File: config.mk
export PLATFORM = sky130hd
export DESIGN_NAME = serial_subtractor
export DESIGN_NICKNAME = d
export VERILOG_FILES = /design/src/rtl/dsd_pkg.sv /design/src/rtl/serial_subtractor_full_sub_cell.sv /design/src/rtl/serial_subtractor.sv
export SDC_FILE = /design/constraint.sdc
export NUM_CORES = 1
export LEC_CHECK = 0
export CORE_ASPECT_RATIO = 0.6
export CORE_MARGIN = 8
export CORE_UTILIZATION = 40
export CTS_BUF_LIST = sky130_fd_sc_hd__clkbuf_4 sky130_fd_sc_hd__clkbuf_8
export DETAILED_ROUTE_END_ITERATION = 8
export SLEW_MARGIN = 5
export SYNTH_ARGS = -nofsm -noshare
export SYNTH_HDL_FRONTEND = slang
export SYNTH_SLANG_ARGS = --single-unit
File: constraint.sdc
create_clock -name clk -period 2.8 [get_ports clk]
set_input_delay 0.56 -clock clk [delete_from_list [all_inputs] [get_ports clk]]
set_output_delay 0.56 -clock clk [all_outputs]
set_load 0.05 [all_outputs]
File: src/rtl/dsd_pkg.sv
// Shared definitions for the bit-serial subtractor.
//   ST_IDLE/ST_RUN/ST_FIN : FSM state encodings
//   state_t               : FSM state type built on those encodings
//   DEF_WIDTH             : default operand/result width
package dsd_pkg;

    localparam logic [1:0] ST_IDLE = 2'd0;
    localparam logic [1:0] ST_RUN  = 2'd1;
    localparam logic [1:0] ST_FIN  = 2'd2;

    typedef enum logic [1:0] {
        IDLE = ST_IDLE,
        RUN  = ST_RUN,
        FIN  = ST_FIN
    } state_t;

    localparam int DEF_WIDTH = 8;

endpackage

File: src/rtl/serial_subtractor_full_sub_cell.sv
// One-bit subtractor cells.
// half_sub_cell : a, b -> d = a^b, bout = ~a&b
// full_sub_cell : a, b, bin -> d = a^b^bin, bout = borrow out
//   Built from two half-subtractor stages; either stage borrowing
//   produces the outgoing borrow.
module half_sub_cell (
    input  logic a,
    input  logic b,
    output logic d,
    output logic bout
);
    assign d    = a ^ b;
    assign bout = ~a & b;
endmodule

module full_sub_cell (
    input  logic a,
    input  logic b,
    input  logic bin,
    output logic d,
    output logic bout
);
    logic d1, b1, b2;

    half_sub_cell u_hs1 (.a(a),  .b(b),   .d(d1), .bout(b1));
    half_sub_cell u_hs2 (.a(d1), .b(bin), .d(d),  .bout(b2));

    assign bout = b1 | b2;
endmodule

File: src/rtl/serial_subtractor.sv
// Bit-serial WIDTH-bit subtractor: diff = a_in - b_in, one bit per clock, LSB first.
// Ports:
//   clk, rst   : rising-edge clock, synchronous active-high reset
//   start      : request, sampled only in IDLE; captures a_in/b_in
//   a_in, b_in : minuend / subtrahend
//   diff, bout : registered result and final borrow, updated only on completion
//   busy       : high while an operation is in progress
//   done       : one-cycle pulse, diff/bout valid from this cycle
module serial_subtractor
    import dsd_pkg::*;
#(
    parameter int WIDTH = DEF_WIDTH,
    parameter int CNT_W = $clog2(WIDTH)
) (
    input  logic             clk,
    input  logic             rst,
    input  logic             start,
    input  logic [WIDTH-1:0] a_in,
    input  logic [WIDTH-1:0] b_in,
    output logic [WIDTH-1:0] diff,
    output logic             bout,
    output logic             busy,
    output logic             done
);

    state_t             state, state_nxt;
    logic [WIDTH-1:0]   a_sh, b_sh, res_sh;
    logic               br;
    logic [CNT_W-1:0]   cnt;
    logic               d_bit, b_next, last;

    full_sub_cell u_fs (
        .a    (a_sh[0]),
        .b    (b_sh[0]),
        .bin  (br),
        .d    (d_bit),
        .bout (b_next)
    );

    assign last = (cnt == CNT_W'(WIDTH - 1));

    always_comb begin
        state_nxt = state;
        case (state)
            IDLE:    if (start) state_nxt = RUN;
            RUN:     if (last)  state_nxt = FIN;
            FIN:     state_nxt = IDLE;
            default: state_nxt = IDLE;
        endcase
    end

    always_ff @(posedge clk) begin
        if (rst) begin
            state  <= IDLE;
            a_sh   <= '0;
            b_sh   <= '0;
            res_sh <= '0;
            br     <= 1'b0;
            cnt    <= '0;
            diff   <= '0;
            bout   <= 1'b0;
            busy   <= 1'b0;
            done   <= 1'b0;
        end else begin
            state <= state_nxt;
            case (state)
                IDLE: begin
                    if (start) begin
                        a_sh   <= a_in;
                        b_sh   <= b_in;
                        res_sh <= '0;
                        br     <= 1'b0;
                        cnt    <= '0;
                        busy   <= 1'b1;
                    end
                end
                RUN: begin
                    // Result bits enter at the MSB so after WIDTH steps the
                    // first (LSB) difference bit has reached bit 0.
                    res_sh <= {d_bit, res_sh[WIDTH-1:1]};
                    a_sh   <= {1'b0, a_sh[WIDTH-1:1]};
                    b_sh   <= {1'b0, b_sh[WIDTH-1:1]};
                    br     <= b_next;
                    cnt    <= cnt + CNT_W'(1);
                    if (last) begin
                        diff <= {d_bit, res_sh[WIDTH-1:1]};
                        bout <= b_next;
                        done <= 1'b1;
                        busy <= 1'b0;
                    end
                end
                FIN: begin
                    done <= 1'b0;
                end
                default: begin
                    done <= 1'b0;
                    busy <= 1'b0;
                end
            endcase
        end
    end

endmodule

======== Word-level counts from Yosys, hierarchy flattened ========
Cells that the tools add are included.
word-level totals
  output and inout bits ................... 11
  register bits after elaboration ......... 41
  input bits .............................. 19
cells by class
  bitwise operators ....................... 9
  multiplexer cells ....................... 18
  reductions and logical operators ........ 7
  add/subtract/negate cells ............... 1
  eq/ne operators ......................... 5
operator list
  kind                                            count
  case mux 8 bit (2 select lines)                 3
  two-way mux 8 bit                               3
  AND reduction 2 bit                             4
  case mux 3 bit (2 select lines)                 1
  two-way mux 1 bit                               4
  two-way mux 2 bit                               2
  inequality test 2 bit (second input constant)   2
  NOT 1 bit                                       4
  case mux 1 bit (2 select lines)                 2
  case mux 2 bit (2 select lines)                 1
  adder 3 x 1 -> 3 bit (second input constant)    1
  == test 3 bit (second input constant)           1
  two-way mux 3 bit                               1
  case mux 1 bit (3 select lines)                 1
  AND reduction 3 bit                             1
  AND 1 bit                                       2
  == test 2 x 1 -> 1 bit (second input constant)  1
  == test 2 bit (second input constant)           1
  zero test 2 bit                                 1
  nonzero test 2 bit                              1
  bitwise XOR 1 bit                               2
  OR 1 bit                                        1

======== Depth between registers and ports, before layout ========
  depth after elaboration ................. 5
  depth in mapped cells ................... 6

======== By module ========
A second synthesis with hierarchy kept.
unflattened totals
  cell total of the unflattened synthesis .. 178
  area, all modules ....................... 1,724.2 µm²
modules (own cells, without submodules)
  module             cells each  times used  area an instance (µm²)  sequential area each (µm²)
  serial_subtractor  171         1           1,677.9                 800.8
  half_sub_cell      3           2           20.0                    0.0
  full_sub_cell      1           1           6.3                     0.0

======== Worst setup path before layout ========
Ideal clock, no wire load.
  path type ............................... flip-flop to flip-flop
  from .................................... reg cnt[0]
  to ...................................... reg bout
  required time ........................... 2.678 ns
  cell stages (with the launch flop) ...... 7
  arrival ................................. 1.144 ns
  path buffers ............................ 1
  setup slack ............................. 1.534 ns
  setup time .............................. 0.122 ns
  cell sequence ........................... dfxtp_1 > ha_1 > ha_1 > and3b_1 > buf_4 > nor2_1 > a211oi_2
on the way
  longest elaborated chain between the ends .. 2
ends and longest elaborated chain
  element                               line                     RTL
  start, declared                       serial_subtractor.sv:29  logic [CNT_W-1:0] cnt;
  start signal, assigned                serial_subtractor.sv:84  cnt <= cnt + CNT_W'(1);
  == test 3 bit                         serial_subtractor.sv:40  assign last = (cnt == CNT_W'(WIDTH - 1));
  AND reduction 2 bit (no source line)  --
  end signal, assigned                  serial_subtractor.sv:87  bout <= b_next;
  end, declared                         serial_subtractor.sv:21  output logic bout,
No other way between the ends.
A chain may end at the register's enable or synchronous reset.

======== Worst setup path in the final report ========
  from .................................... reg diff[6]
  to ...................................... out diff[6]
RTL lines
  element                 line                     RTL
  start, declared         serial_subtractor.sv:20  output logic [WIDTH-1:0] diff,
  start signal, assigned  serial_subtractor.sv:86  diff <= {d_bit, res_sh[WIDTH-1:1]};
No word-level cell between the ends.

==> Flow_metrics.wiki <==
{| class="wikitable"
! Metric !! Value
|-
| Critical-path cell list || clkdlybuf4s50_1
|-
| Worst Hold Launch || diff[7]$_SDFFE_PP0P_
|-
| Initial cell density of the core || 0.412
|-
| Pleak || around 0.00078 uW
|-
| Synthesized instance count || ~180
|-
| Most frequently used flop master after synthesis || sky130_fd_sc_hd__dfxtp_1
|-
| HPWL reported at the end of detailed placement || 2630 um
|-
| Standard-cell rows || 18
|-
| DRT Pass-1 Iters || 4
|-
| Slew HR || 0.529
|-
| Area inside the core boundary || a little over 4000 um^2
|-
| Worst hold path class || register to register
|-
| Type of the setup path with the least slack || register to output pin
|-
| Remaining number of nets flagged by the antenna check after routing || 0
|-
| Slowest cell delay on critical path || 0.82 ns
|-
| RSZ-0062 raised after global routing || no
|-
| Worst-skew pair later-pin latency || 0.28 ns
|-
| CTS tree || done
|-
| Number of global-route vias before repair || 1371
|-
| Time the worst path needs with I/O delays and setup || 2.01 ns
|-
| Uppermost signal routing layer after detailed routing || met4
|-
| Required time at the worst-slack endpoint || 2.24 ns
|-
| Share of synthesized area occupied by flip-flops and latches || 0.477
|-
| Launch point of the worst reg-to-reg path || state[0]$_SDFFE_PP0P_
|-
| Max stage delay cell, worst path || sky130_fd_sc_hd__clkdlybuf4s50_1
|-
| Remaining design rule violation count || 0
|-
| Power density over the cells || about 550 nW/um^2
|-
| Number of hold violations in the final report || 0
|-
| DRT iter0 DRCs || 56
|-
| Area Overhead vs Synth || 24.6%
|-
| Worst Setup End Kind || output pin
|-
| Worst-path fanout max || 2
|-
| Weighted congestion at the end of routability-driven global placement || 0.746
|-
| Count of pins on the block boundary || 30
|-
| Data arrival time of the critical path || 1.45 ns
|-
| Filler cell count in the final layout || 378
|-
| Maximum clock frequency || about 0.50 GHz
|-
| Clock Skew || 0.00194 ns
|-
| Setup_tns || 0 ns
|-
| Setup fix buffers added after clock tree synthesis || 0
|-
| Met2 wire length || 1600 um
|-
| Clock root cell || sky130_fd_sc_hd__clkbuf_8
|-
| Measured slew at the worst slew-check pin || slightly above 0.7 ns
|-
| Cell taking the most area after synthesis || sky130_fd_sc_hd__dfxtp_1
|-
| Sink of the worst hold path || diff[7]$_SDFFE_PP0P_
|-
| Most used standard cell by instance count after synthesis || sky130_fd_sc_hd__dfxtp_1
|-
| Length in cells of the worst reg-to-reg path || 4
|-
| Synthesis Warnings || 0
|-
| Wire length on met3 || around 160 um
|-
| Wire per inst || about 13 um
|-
| Ratio of routed vias to standard cells || between 4 and 5
|-
| Buffers and inverters on the worst path || 1
|-
| Final-report max-slew violation count || 0
|-
| Crit path setup slack, layout || 0.790 ns
|-
| Final setup violation count || 0
|-
| Kind of start point of the critical path || register
|-
| Max-cap check violation count || 0
|-
| Clk sinks || 40
|-
| Run status || finished clean
|-
| Number of antenna violations at the first check in global routing || 0
|-
| VDD IR-drop max || 0.000277 V
|-
| Post-synthesis async set-or-reset flop share || 0
|-
| Area of the die || 6600 um^2
|-
| R2R setup slack || 0.97 ns
|-
| Share of layout cells above drive strength 1 || 0.118
|-
| Mean post-synth cell area || 9.60 um^2
|-
| Synthesized Nets || 197
|-
| Kind of cell adding the most delay to the critical path || buffers and inverters
|-
| DP Worst Slack || 0.636 ns
|-
| Ant diodes || 0
|-
| Maximum number of pins on one net before global-route repair || 25
|-
| Aggregate routed wire length || 3550 um
|-
| Yosys top cell area share || 0.477
|-
| EDFF count, synth || 0
|-
| Netlist area before placement || 1680 um^2
|-
| Die boundary width || 99.7 um
|-
| Flop and latch count out of synthesis || 40
|-
| Leading cell types by total area after synthesis || sky130_fd_sc_hd__dfxtp_1 (48%), sky130_fd_sc_hd__mux2i_1 (7.1%), sky130_fd_sc_hd__nor2_1 (7.1%)
|-
| Total vias in the final route || roughly 1300
|-
| Netlist cell types || 28
|-
| Wire length of the first global-routing pass || 6270 um
|-
| H-tree Lvls || 2
|-
| Period utilisation layout || 0.718
|-
| Hold-fix buffer count after cts || 0
|-
| Hold-critical path depth || 2
|-
| Top cell types by occurrence after synthesis || sky130_fd_sc_hd__dfxtp_1 (40), sky130_fd_sc_hd__nor2_1 (32), sky130_fd_sc_hd__nand2_1 (16), sky130_fd_sc_hd__a21oi_1 (12), sky130_fd_sc_hd__mux2i_1 (12)
|-
| Total congestion overflow || 0
|-
| Count of input and output buffers || 29
|-
| Largest buffer count on any clock path || 2
|-
| Crit Reg-Reg Endpoint || res_sh[2]$_SDFFE_PP0P_
|-
| Height of the die || 66.2 um
|-
| Wire length the detailed router placed on met1 || 1720 um
|-
| Clock-pin slew on the worst setup and hold paths || 0.07 ns
|-
| Post_cts resized || 0
|-
| Nets@finish || 225
|-
| Global routing usage summed across all routing layers || 0.119
|-
| TritonCTS buffer count || 5
|}
==> kinds of logic after synthesis <==
family / count (synthesis) / synth area share
and+or+nand+nor: 59 / 0.157
AOI/OAI and AO/OA: 42 / 0.205
DFF: 40 / 0.477
buffers and inverters: 19 / 0.0633
muxes: 12 / 0.0715
adders and majority gates: 3 / 0.0268
==> cells in the final DEF, fill, tap and decap left out <==
cell type / Yosys / routed
sky130_fd_sc_hd__dfxtp_1: 40 / 40
sky130_fd_sc_hd__nor2_1: 32 / 32
sky130_fd_sc_hd__clkdlybuf4s50_1: 0 / 29
sky130_fd_sc_hd__nand2_1: 16 / 16
sky130_fd_sc_hd__a21oi_1: 12 / 12
sky130_fd_sc_hd__mux2i_1: 12 / 12
sky130_fd_sc_hd__a22oi_1: 9 / 9
sky130_fd_sc_hd__inv_1: 7 / 7
sky130_fd_sc_hd__a211oi_2: 6 / 6
sky130_fd_sc_hd__clkbuf_8: 0 / 6
sky130_fd_sc_hd__a211oi_1: 5 / 5
sky130_fd_sc_hd__nand3b_1: 4 / 4
sky130_fd_sc_hd__a2111oi_2: 4 / 4
sky130_fd_sc_hd__buf_4: 4 / 4
sky130_fd_sc_hd__nor2b_1: 2 / 2
sky130_fd_sc_hd__o21bai_1: 2 / 2
sky130_fd_sc_hd__o21ai_0: 2 / 2
sky130_fd_sc_hd__ha_1: 2 / 2
sky130_fd_sc_hd__clkbuf_4: 0 / 2
sky130_fd_sc_hd__and3b_1: 1 / 1
sky130_fd_sc_hd__nor2b_4: 1 / 1
sky130_fd_sc_hd__o21ba_2: 1 / 1
sky130_fd_sc_hd__or2b_1: 1 / 1
sky130_fd_sc_hd__nand2b_1: 1 / 1
sky130_fd_sc_hd__a2bb2oi_1: 1 / 1
sky130_fd_sc_hd__nor3_1: 1 / 1
sky130_fd_sc_hd__fa_1: 1 / 1
==> flip-flops by register name, summed over array words and instances (netlist names), 2 cells and up <==
signal,flops
a_sh,8
diff,8
cnt,3
state,2
b_sh,8
res_sh,7
==> through the flow <==
step | util | cell area (um^2) | instances | power [uW] | hold slack, ns
6_report | 0.514 | 2090 | 264 | 1150 | 0.456
5_1_grt | 0.514 | 2090 | 264 | 1210 | 0.471
4_1_cts | 0.514 | 2090 | 264 | 1170 | 0.457
3_5_place_dp | 0.490 | 2000 | 256 | 766 | 0.447
3_3_place_gp | 0.490 | 2000 | 256 | 760 | 0.445
2_1_floorplan | - | 1680 | 175 | 719 | 0.432
==> report_power, final <==
part | switching, uW | internal (uW) | total [uW]
clock network | 182 | 220 | 402
registers | 15.9 | 594 | 610
logic | 71.1 | 69.5 | 141
==> metal layers <==
metal	global-route usage	vias to the layer above
met5	0	-
met4	0.0562	0
met3	0.0399	6
met2	0.195	16
met1	0.140	592
li1	-	658
==> worst min-delay path: stages, from the launching register on <==
cell                      delay, ns
sky130_fd_sc_hd__dfxtp_1       0.31
sky130_fd_sc_hd__nand2_1       0.05
sky130_fd_sc_hd__a21oi_1       0.05
==> worst max path at each step <==
stage                         startpoint                   end  slack, ns  depth (start not counted)
finish              diff[6]$_SDFFE_PP0P_               diff[6]       0.79                          1
global route        diff[0]$_SDFFE_PP0P_               diff[0]       0.73                          1
CTS                    busy$_SDFFE_PP0P_                  busy       0.77                          1
detailed placement                 start  a_sh[6]$_SDFFE_PP0P_       0.64                          4
global placement                   start  a_sh[6]$_SDFFE_PP0P_       0.72                          4
floorplan            cnt[0]$_SDFFE_PP0P_     bout$_SDFFE_PP0P_       1.53                          6
==> layout make-up <==
type | instances | area [um^2] | area share
multi-input cells | 116 | 773 | 0.369
flip-flops and latches | 40 | 801 | 0.383
inverters | 7 | 26.3 | 0.0126
repair buffers | 33 | 320 | 0.153
clock buffers | 8 | 97.6 | 0.0466
well taps | 60 | 75.1 | 0.0359
No activity file was read; power rests on OpenSTA's default activity.
